### src/rtl/ram_arbiter.sv
// ram_arbiter: two-port round-robin arbiter in front of a single-port synchronous RAM
// Ports: clk/reset_n (async active-low); reqN/weN/addrN/wdataN in, gntN/rvalidN out per requester;
// rdata returns read data; ramAddr/ramDataIn/ramWriteEnable/ramDataOut form the RAM port;
// clearStart/clearBusy/clearDone drive the zero-fill sequencer.
// Optional zero-fill sequencer built only when RAM_ARB_CLEAR_EN is defined.
module ram_arbiter #(
   parameter int DATA_WIDTH  = 8,
   parameter int ADDR_WIDTH  = 32,
   parameter int CLEAR_DEPTH = 256
) (
   input  logic                  clk,
   input  logic                  reset_n,
   input  logic                  req0,
   input  logic                  req1,
   input  logic                  we0,
   input  logic                  we1,
   input  logic [ADDR_WIDTH-1:0] addr0,
   input  logic [ADDR_WIDTH-1:0] addr1,
   input  logic [DATA_WIDTH-1:0] wdata0,
   input  logic [DATA_WIDTH-1:0] wdata1,
   output logic                  gnt0,
   output logic                  gnt1,
   output logic                  rvalid0,
   output logic                  rvalid1,
   output logic [DATA_WIDTH-1:0] rdata,
   output logic [ADDR_WIDTH-1:0] ramAddr,
   output logic [DATA_WIDTH-1:0] ramDataIn,
   output logic                  ramWriteEnable,
   input  logic [DATA_WIDTH-1:0] ramDataOut,
   input  logic                  clearStart,
   output logic                  clearBusy,
   output logic                  clearDone
);
   logic                  ptr_q, ptr_d;
   logic                  rvalid0_q, rvalid1_q;
   logic                  block, clr_we;
   logic [ADDR_WIDTH-1:0] clr_addr;
`ifdef RAM_ARB_CLEAR_EN
   localparam int CW = $clog2(CLEAR_DEPTH) + 1;
   typedef enum logic [1:0] {IDLE, CLEAR, DONE} state_t;
   state_t        state_q;
   logic [CW-1:0] cnt_q;
   logic          busy_q, done_q;
   always_ff @(posedge clk or negedge reset_n)
      if (!reset_n) begin
         state_q <= IDLE;
         cnt_q   <= '0;
         busy_q  <= 1'b0;
         done_q  <= 1'b0;
      end else
         case (state_q)
            IDLE: if (clearStart) begin
               state_q <= CLEAR;
               cnt_q   <= '0;
               busy_q  <= 1'b1;
            end
            CLEAR: if (cnt_q == CW'(CLEAR_DEPTH - 1)) begin
               state_q <= DONE;
               busy_q  <= 1'b0;
               done_q  <= 1'b1;
            end else
               cnt_q <= cnt_q + 1'b1;
            default: begin
               state_q <= IDLE;
               done_q  <= 1'b0;
            end
         endcase
   // A start pulse in IDLE already steals the cycle from the requesters.
   assign block     = clearStart || state_q != IDLE;
   assign clr_we    = busy_q;
   assign clr_addr  = ADDR_WIDTH'(cnt_q);
   assign clearBusy = busy_q;
   assign clearDone = done_q;
`else
   logic unused_clear;
   assign unused_clear = clearStart;
   assign block        = 1'b0;
   assign clr_we       = 1'b0;
   assign clr_addr     = '0;
   assign clearBusy    = 1'b0;
   assign clearDone    = 1'b0;
`endif
   // The pointer port only matters when both ports request.
   always_comb begin
      gnt0  = !block && req0 && (!req1 || !ptr_q);
      gnt1  = !block && req1 && (!req0 || ptr_q);
      ptr_d = gnt0 ? 1'b1 : gnt1 ? 1'b0 : ptr_q;
   end
   always_ff @(posedge clk or negedge reset_n)
      if (!reset_n) begin
         ptr_q     <= 1'b0;
         rvalid0_q <= 1'b0;
         rvalid1_q <= 1'b0;
      end else begin
         ptr_q     <= ptr_d;
         rvalid0_q <= gnt0 && !we0;
         rvalid1_q <= gnt1 && !we1;
      end
   assign rvalid0        = rvalid0_q;
   assign rvalid1        = rvalid1_q;
   assign rdata          = (rvalid0_q || rvalid1_q) ? ramDataOut : '0;
   assign ramWriteEnable = clr_we || (gnt0 && we0) || (gnt1 && we1);
   assign ramAddr        = clr_we ? clr_addr : gnt0 ? addr0 : gnt1 ? addr1 : '0;
   assign ramDataIn      = gnt0 ? wdata0 : gnt1 ? wdata1 : '0;
endmodule

### config.mk
export PLATFORM = sky130hd
export DESIGN_NAME = ram_arbiter
export DESIGN_NICKNAME = d
export VERILOG_FILES = /design/src/rtl/ram_arbiter.sv
export SDC_FILE = /design/constraint.sdc
export NUM_CORES = 1
export LEC_CHECK = 0
export BUFFER_PORTS_ARGS = -buffer_cell sky130_fd_sc_hd__buf_2
export CORE_ASPECT_RATIO = 0.9
export CORE_MARGIN = 8
export CORE_UTILIZATION = 25
export DETAILED_ROUTE_END_ITERATION = 16
export GPL_ROUTABILITY_DRIVEN = 0
export PLACE_DENSITY = 0.8
export SLEW_MARGIN = 40
export SYNTH_ARGS = -nofsm -noshare
export SYNTH_HDL_FRONTEND = slang
export SYNTH_SLANG_ARGS = --single-unit
### constraint.sdc
create_clock -name clk -period 1.65 [get_ports clk]
set_clock_uncertainty 0.05 [all_clocks]
set_input_delay 0.0825 -clock clk [delete_from_list [all_inputs] [get_ports clk]]
set_output_delay 0.0825 -clock clk [all_outputs]
set_load 0.03 [all_outputs]
==> summary.txt, run 1 <==
outcome: finished clean
Ant. Diodes: 0
Worst EP arrival: 1.45 ns
H-tree Lvls: 1
first-pass GRT wire length: 6.47 mm
vias per inst: 4.94
Setup crit end kind: primary output
Die ar.: 5110 um2
CP Class: reg2out
Starting Density: 0.256
Final TNS setup: 0 ns
clk sinks: 3
fmax: 0.634 GHz
fin area: 1550 um2
total power: 0.968 mW
setup slack after placement: 0.248 ns
area occupied by registers: 75.1 um2
post-synth top area share: 0.484
clock root buffer: clkbuf_4
Cells after DPL: 256
clock-pin slew on the worst setup and hold paths: 0.03 ns
top post-synthesis cells by area: a32o_2 48%, a32o_1 10%, dfrtp_1 9.8%
commonest non-fill, non-tap cell in the layout: buf_2
worst path required time: 1.52 ns
Max Cap Viol: 0
largest net degree at the start of global routing: 34
Cell Area, Placed: 1480 um2
Fin. Hold Viols: 0
final setup fails: 0
VDD IR-drop max: 254 uV
cells along the critical path: nand2b_4 -> buf_6 -> a32o_2 -> buf_2
ratio of cells with drive above 1 in the final layout: 0.864
Max Root-Sink Buffers: 2
CP Launch Type: flip-flop
P_leak: 1.00 nW
GRT busiest layer: met2
nets: 316
Cell variety after synth: 16
Seq/Total Area, Yosys: 0.0977
commonest non-fill, non-tap cells in the layout: 146 x buf_2, 33 x a32o_2, 9 x nor2b_1
area delta synth->final: 101%
r2r endpoint: rvalid1$_DFF_PN0_
CP Max Fanout: 22
met2 Use GR: 0.268
# IOs: 150
area of the multi-input gates: 576 um2
Max stage delay cell, worst path: dfrtp_1
Pre-antenna DRT Iters: 4
Hold Crit Class: in2reg
vias in the first global route: 1384
met1 usage: 0.174
wire per inst: 17.3 um
Final Core Density: 0.516
Register-to-Register Path Depth: 3
Seq cells post-synth: 3
die height: 68.6 um
PortBufs: 146
crit path capture: ramAddr[21]
non-filler cells, final: 262
Slew Viols, Final: 0
postcts setup bufs: 0
R2R Setup Slk: 0.57 ns
critical path depth: 4
combined area of all synthesized cells: 768 um2
gr ovfl total: 0
TritonCTS buffer count: 3
die width: 74.4 um
min setup slack post-route: 0.0724 ns
Clock Latency Late Sink: 0.23 ns
DRC: 0
area leader, netlist: a32o_2
CP bufs+invs: 2
Routed Antenna Nets: 0
Top Family by Delay on Critical Path: flip-flops
PwrDens: 627 nW/um2
hpwl dp: 3.83 mm
CTS tree: done
gr usage total: 0.159
Period Utilization, post-route: 0.956
Final min period: 1.58 ns
Cell Rows: 19
Fin Hold WS: 0.0929 ns
FILL cells: 282
RR Startpoint: ptr_q$_DFFE_PN0P_
RSZ-0062 raised after global routing: false
met3 Use GR: 0.0853
initial DRC count: 57
initial antenna violation count: 0
CP max stage delay: 0.42 ns
area of the core: 3000 um2
Syn. warnings: 0
Vias: 1294
Syn Inst Count: 77
Synth Area per Inst: 9.98 um2
CP startpoint: ptr_q$_DFFE_PN0P_
drt total wl: 4.54 mm
## how the worst min path moves through the flow
| stage | from | endpoint | cells past startpoint |
|---|---|---|---|
| final | we1 | rvalid1$_DFF_PN0_ | 2 |
| after detailed placement | reset_n | ptr_q$_DFFE_PN0P_ | 1 |
| after CTS | we1 | rvalid1$_DFF_PN0_ | 2 |
| after floorplan | reset_n | ptr_q$_DFFE_PN0P_ | 0 |
| after global placement | reset_n | ptr_q$_DFFE_PN0P_ | 1 |
| after global routing | we1 | rvalid1$_DFF_PN0_ | 2 |
## report_power, final
group	leakage, nW	internal [mW]	switching [mW]
Clock	0.0150	0.0904	0.0349
Combinational	0.950	0.299	0.456
Sequential	0.0377	0.0807	0.00704
## cell usage after synthesis (all sizes together)
cell,instances
dfrtp,3
a21boi,1
a32o,41
nor2,2
conb,1
buf,12
nor2b,9
a21oi,1
clkbuf,4
nand2b,1
and2,1
and3b,1
## per-layer routing
metal  up-vias  part of all wire
met5         -                 0
met4         0                 0
met3         0              0.18
met2       104              0.46
met1       566              0.37
li1        624                 -
## area by class of cell
type | count | area share
clock buffer | 4 | 0.0170
multi-input combinational | 59 | 0.372
sequential | 3 | 0.0486
tap | 42 | 0.0340
timing repair buffer | 154 | 0.528
## registers in the layout, summed over array words and instances (netlist names)
| signal | flops |
|---|---|
| rvalid0 | 1 |
| ptr_q | 1 |
| rvalid1 | 1 |
## kinds of logic (layout without fill, tap and decap cells)
family                 after synthesis  count (layout)  synth area share
AOI/OAI and AO/OA                   43              43             0.619
other                                1               2           0.00488
DFF                                  3               3            0.0977
buffers and inverters               16             158             0.168
and+or+nand+nor                     14              14             0.111
## what timing repair did
item	CTS	global route
hold endpoints to repair	4	0
hold buffers	2	0
endpoints found under the setup margin	4	38
gates resized for setup	2	1
No activity file was read; power rests on OpenSTA's default activity.
==> inputs of run 2 (changes only) <==
--- a/config.mk
+++ b/config.mk
@@ -12,6 +12,7 @@
 export DETAILED_ROUTE_END_ITERATION = 16
 export GPL_ROUTABILITY_DRIVEN = 0
 export PLACE_DENSITY = 0.8
+export SETUP_SLACK_MARGIN = 0.2
 export SLEW_MARGIN = 40
 export SYNTH_ARGS = -nofsm -noshare
 export SYNTH_HDL_FRONTEND = slang
==> summary.txt, run 2 (synthesized netlist as in run 1, its figures left out) <==
clock-pin slew on the worst setup and hold paths: 0.03 ns (about the same)
nets: 317 (was 316)
die width: 74.4 um (unchanged)
CP Class: reg2out (unchanged)
outcome: finished clean (unchanged)
RSZ-0062 raised after global routing: true (was false)
area of the core: 3000 um2 (unchanged)
FILL cells: 246 (was 282)
largest net degree at the start of global routing: 34 (unchanged)
first-pass GRT wire length: 6.99 mm (was 6.47 mm)
area delta synth->final: 133% (was 101%)
Fin. Hold Viols: 0 (unchanged)
Final Core Density: 0.598 (was 0.516)
Final min period: 1.54 ns (was 1.58 ns)
# IOs: 150 (unchanged)
PortBufs: 146 (unchanged)
met3 WL post-DR: 864 um (was 803 um)
Vias: 1339 (was 1294)
CTS tree: done (unchanged)
met1 WL: 1.71 mm (was 1.67 mm)
hold depth: 2 (unchanged)
drt total wl: 4.95 mm (was 4.54 mm)
Pre-antenna DRT Iters: 4 (unchanged)
Ant. Diodes: 0 (unchanged)
initial DRC count: 59 (was 57)
CP Max Fanout: 22 (unchanged)
Final TNS setup: 0 ns (unchanged)
initial antenna violation count: 0 (unchanged)
met2 wire len: 2.36 mm (was 2.07 mm)
CP Launch Type: flip-flop (unchanged)
Register-to-Register Path Depth: 3 (unchanged)
Slew Viols, Final: 0 (unchanged)
Cell Rows: 19 (unchanged)
final setup fails: 0 (unchanged)
fmax: 0.650 GHz (was 0.634 GHz)
Clock Latency Late Sink: 0.23 ns (about the same)
Setup crit end kind: primary output (unchanged)
hpwl dp: 3.83 mm (unchanged)
worst path required time: 1.52 ns (about the same)
setup slack after placement: 0.248 ns (unchanged)
R2R Setup Slk: 0.58 ns (was 0.57 ns)
TritonCTS buffer count: 3 (unchanged)
Worst EP arrival: 1.41 ns (was 1.45 ns)
Cell Area, Placed: 1480 um2 (unchanged)
Fin Hold WS: 0.0928 ns (was 0.0929 ns)
ratio of cells with drive above 1 in the final layout: 0.882 (was 0.864)
P_leak: 1.08 nW (was 1.00 nW)
clock root buffer: clkbuf_4 (unchanged)
Max Root-Sink Buffers: 2 (unchanged)
gr usage total: 0.174 (was 0.159)
die height: 68.6 um (unchanged)
vias per inst: 5.09 (was 4.94)
gr ovfl total: 0 (unchanged)
Hold Crit Class: in2reg (unchanged)
fin area: 1790 um2 (was 1550 um2)
Max Cap Viol: 0 (unchanged)
area of the multi-input gates: 582 um2 (was 576 um2)
commonest non-fill, non-tap cells in the layout: 104 x buf_2, 36 x a32o_2, 29 x buf_6 (was 146 x buf_2, 33 x a32o_2, 9 x nor2b_1)
commonest non-fill, non-tap cell in the layout: buf_2 (unchanged)
min setup slack post-route: 0.112 ns (was 0.0724 ns)
vias in the first global route: 1451 (was 1384)
Starting Density: 0.256 (unchanged)
area occupied by registers: 75.1 um2 (unchanged)
top layer in use: met4 (was met3)
Period Utilization, post-route: 0.932 (was 0.956)
H-tree Lvls: 1 (unchanged)
Routed Antenna Nets: 0 (unchanged)
PwrDens: 627 nW/um2 (about the same)
VDD IR-drop max: 292 uV (was 254 uV)
clk sinks: 3 (unchanged)
Die ar.: 5110 um2 (unchanged)
DRC: 0 (unchanged)
wire per inst: 18.8 um (was 17.3 um)
run 2: cell types whose count changed in the layout (fill, tap and decap cells not counted), sizes merged:
cell	previous run	this run
buf	152	153
run 2: path summary, 6_finish.rpt:
kind | to | from
setup / recovery | ramDataIn[3] | ptr_q$_DFFE_PN0P_
hold / removal | rvalid1$_DFF_PN0_ | we1
setup reg to reg | rvalid1$_DFF_PN0_ | ptr_q$_DFFE_PN0P_
hold reg to reg | ptr_q$_DFFE_PN0P_ | ptr_q$_DFFE_PN0P_
max in group asynchronous | rvalid1$_DFF_PN0_ | reset_n
min in group asynchronous | rvalid0$_DFF_PN0_ | reset_n
run 2: layer usage:
layer / vias up / global-route usage
li1: 627 / -
met1: 596 / 0.178
met2: 114 / 0.302
met3: 2 / 0.101
met4: 0 / 0.0390
met5: - / 0
run 2: cell type report:
cell class	instances	area share
Timing Repair Buffer	155	0.589
Multi-Input combinational cell	59	0.325
Sequential cell	3	0.0419
Tap cell	42	0.0294
Clock buffer	4	0.0147
run 2: worst max-delay path, stage by stage, from the launching register on:
cell and delay, ns:
dfrtp_1 0.41, nand2b_4 0.18, buf_12 0.16, a32o_2 0.26, buf_4 0.16
run 2: timing repair:
item                                    4_1_cts  5_1_grt
gates resized for setup                      77        6
hold buffers                                  2        0
endpoints found under the setup margin       42       50
endpoints found under the hold margin         4        0
cloned                                        0        0
setup buffers                                 1        0
run 2: stage by stage:
stage               power [mW]  instances
floorplan                0.607         78
global placement         0.830        256
detailed placement       0.836        256
CTS                       1.12        263
global route              1.18        263
finish                    1.12        263
run 2: power breakdown:
| part | total (mW) | switching (mW) | internal [mW] |
|---|---|---|---|
| Clock | 0.129 | 0.0380 | 0.0906 |
| Combinational | 0.906 | 0.486 | 0.419 |
| Sequential | 0.0877 | 0.00700 | 0.0807 |
| Total | 1.12 | 0.531 | 0.590 |
==> inputs of run 3 (changes only) <==
--- a/config.mk
+++ b/config.mk
@@ -6,7 +6,7 @@
 export NUM_CORES = 1
 export LEC_CHECK = 0
 export BUFFER_PORTS_ARGS = -buffer_cell sky130_fd_sc_hd__buf_2
-export CORE_ASPECT_RATIO = 0.9
+export CORE_ASPECT_RATIO = 0.5
 export CORE_MARGIN = 8
 export CORE_UTILIZATION = 25
 export DETAILED_ROUTE_END_ITERATION = 16
==> summary.txt, run 3 (synthesized netlist as in run 1, its figures left out) <==
outcome: finished clean (unchanged)
die height: 55.2 um (was 68.6 um)
commonest non-fill, non-tap cells in the layout: 104 x buf_2, 33 x a32o_2, 24 x buf_6 (was 104 x buf_2, 36 x a32o_2, 29 x buf_6)
gr usage total: 0.171 (was 0.174)
CP Launch Type: flip-flop (unchanged)
# IOs: 150 (unchanged)
met1 usage: 0.144 (was 0.178)
Fin. Hold Viols: 0 (unchanged)
GRT busiest layer: met2 (unchanged)
commonest non-fill, non-tap cell in the layout: buf_2 (unchanged)
Slew Viols, Final: 0 (unchanged)
fmax: 0.641 GHz (was 0.650 GHz)
CP Max Fanout: 21 (was 22)
area of the core: 2960 um2 (was 3000 um2)
setup slack after placement: 0.258 ns (was 0.248 ns)
vias in the first global route: 1421 (was 1451)
Max Cap Viol: 0 (unchanged)
Cell Rows: 14 (was 19)
area occupied by registers: 75.1 um2 (unchanged)
RSZ-0062 raised after global routing: true (unchanged)
clk sinks: 3 (unchanged)
Clock Latency Late Sink: 0.21 ns (was 0.23 ns)
Worst EP arrival: 1.43 ns (was 1.41 ns)
met2 Use GR: 0.388 (was 0.302)
Final min period: 1.56 ns (was 1.54 ns)
TritonCTS buffer count: 3 (unchanged)
Routed Antenna Nets: 0 (unchanged)
Pre-antenna DRT Iters: 4 (unchanged)
Setup crit end kind: primary output (unchanged)
CTS tree: done (unchanged)
gr ovfl total: 0 (unchanged)
area delta synth->final: 130% (was 133%)
first-pass GRT wire length: 7.33 mm (was 6.99 mm)
PwrDens: 670 nW/um2 (was 627 nW/um2)
Ant. Diodes: 0 (unchanged)
drt total wl: 4.83 mm (was 4.95 mm)
clock root buffer: clkbuf_8 (was clkbuf_4)
Final TNS setup: 0 ns (unchanged)
Period Utilization, post-route: 0.945 (was 0.932)
Max Root-Sink Buffers: 2 (unchanged)
largest net degree at the start of global routing: 33 (was 34)
worst path required time: 1.52 ns (about the same)
final setup fails: 0 (unchanged)
total power: 1.18 mW (was 1.12 mW)
Vias: 1295 (was 1339)
Starting Density: 0.260 (was 0.256)
CP Class: reg2out (unchanged)
FILL cells: 282 (was 246)
area of the multi-input gates: 578 um2 (was 582 um2)
clock-pin slew on the worst setup and hold paths: 0.03 ns (about the same)
wire per inst: 18.6 um (was 18.8 um)
min setup slack post-route: 0.0904 ns (was 0.112 ns)
DRC: 0 (unchanged)
P_leak: 1.06 nW (was 1.08 nW)
Die ar.: 5210 um2 (was 5110 um2)
non-filler cells, final: 260 (was 263)
H-tree Lvls: 1 (unchanged)
PortBufs: 146 (unchanged)
die width: 94.4 um (was 74.4 um)
ratio of cells with drive above 1 in the final layout: 0.868 (was 0.882)
initial DRC count: 64 (was 59)
met3 Use GR: 0.00942 (was 0.101)
Hold Crit Class: in2reg (unchanged)
hpwl dp: 3.70 mm (was 3.83 mm)
Fin Hold WS: 0.112 ns (was 0.0928 ns)
nets: 316 (was 317)
VDD IR-drop max: 254 uV (was 292 uV)
Cells after DPL: 253 (was 256)
vias per inst: 4.98 (was 5.09)
initial antenna violation count: 0 (unchanged)
## run 3: where the power goes
group          total [mW]  internal (mW)  switching (mW)  leakage [nW]
clock network       0.210          0.164          0.0457        0.0228
logic               0.882          0.402           0.481          1.00
registers          0.0894         0.0808         0.00853        0.0377
total                1.18          0.647           0.535          1.06
## run 3: area by class of cell
| class | instances | share of cell area |
|---|---|---|
| repair buffers | 154 | 0.576 |
| multi-input cells | 59 | 0.328 |
| flip-flops and latches | 3 | 0.0426 |
| well taps | 40 | 0.0284 |
| clock buffers | 4 | 0.0255 |
## run 3: timing repair
| action | 4_1_cts | 5_1_grt |
|---|---|---|
| hold endpoints to repair | 4 | 0 |
| setup endpoints to repair | 42 | 51 |
| pin swaps | 0 | 0 |
| buffers inserted | 1 | 0 |
| gates resized for setup | 70 | 5 |
| cloned | 0 | 0 |
| hold buffers | 2 | 0 |
## run 3: routing by layer
layer | wire length [um] | vias up
met5 | 0 | -
met4 | 47 | 0
met2 | 3220 | 23
met1 | 1480 | 645
li1 | - | 623
met3 | 88 | 4
## run 3: critical path: stages (launching register included)
cell,delay [ns]
dfrtp_1,0.43
nand2b_4,0.19
buf_12,0.16
a32o_2,0.27
buf_4,0.17
## run 3: stage by stage
stage,area (um2),util
after floorplan,772,-
after global placement,1460,0.494
after detailed placement,1460,0.494
after CTS,1750,0.592
after global routing,1760,0.596
final,1760,0.596
## run 3: final timing paths
check,from,to,slack [ns],cells after the start
setup / recovery,ptr_q$_DFFE_PN0P_,ramDataIn[4],0.09,4
hold / removal,we1,rvalid1$_DFF_PN0_,0.11,2
setup reg to reg,ptr_q$_DFFE_PN0P_,rvalid1$_DFF_PN0_,0.55,3
hold reg to reg,ptr_q$_DFFE_PN0P_,ptr_q$_DFFE_PN0P_,0.51,1
max in group asynchronous,reset_n,rvalid1$_DFF_PN0_,1.27,2
min in group asynchronous,reset_n,rvalid0$_DFF_PN0_,0.17,2
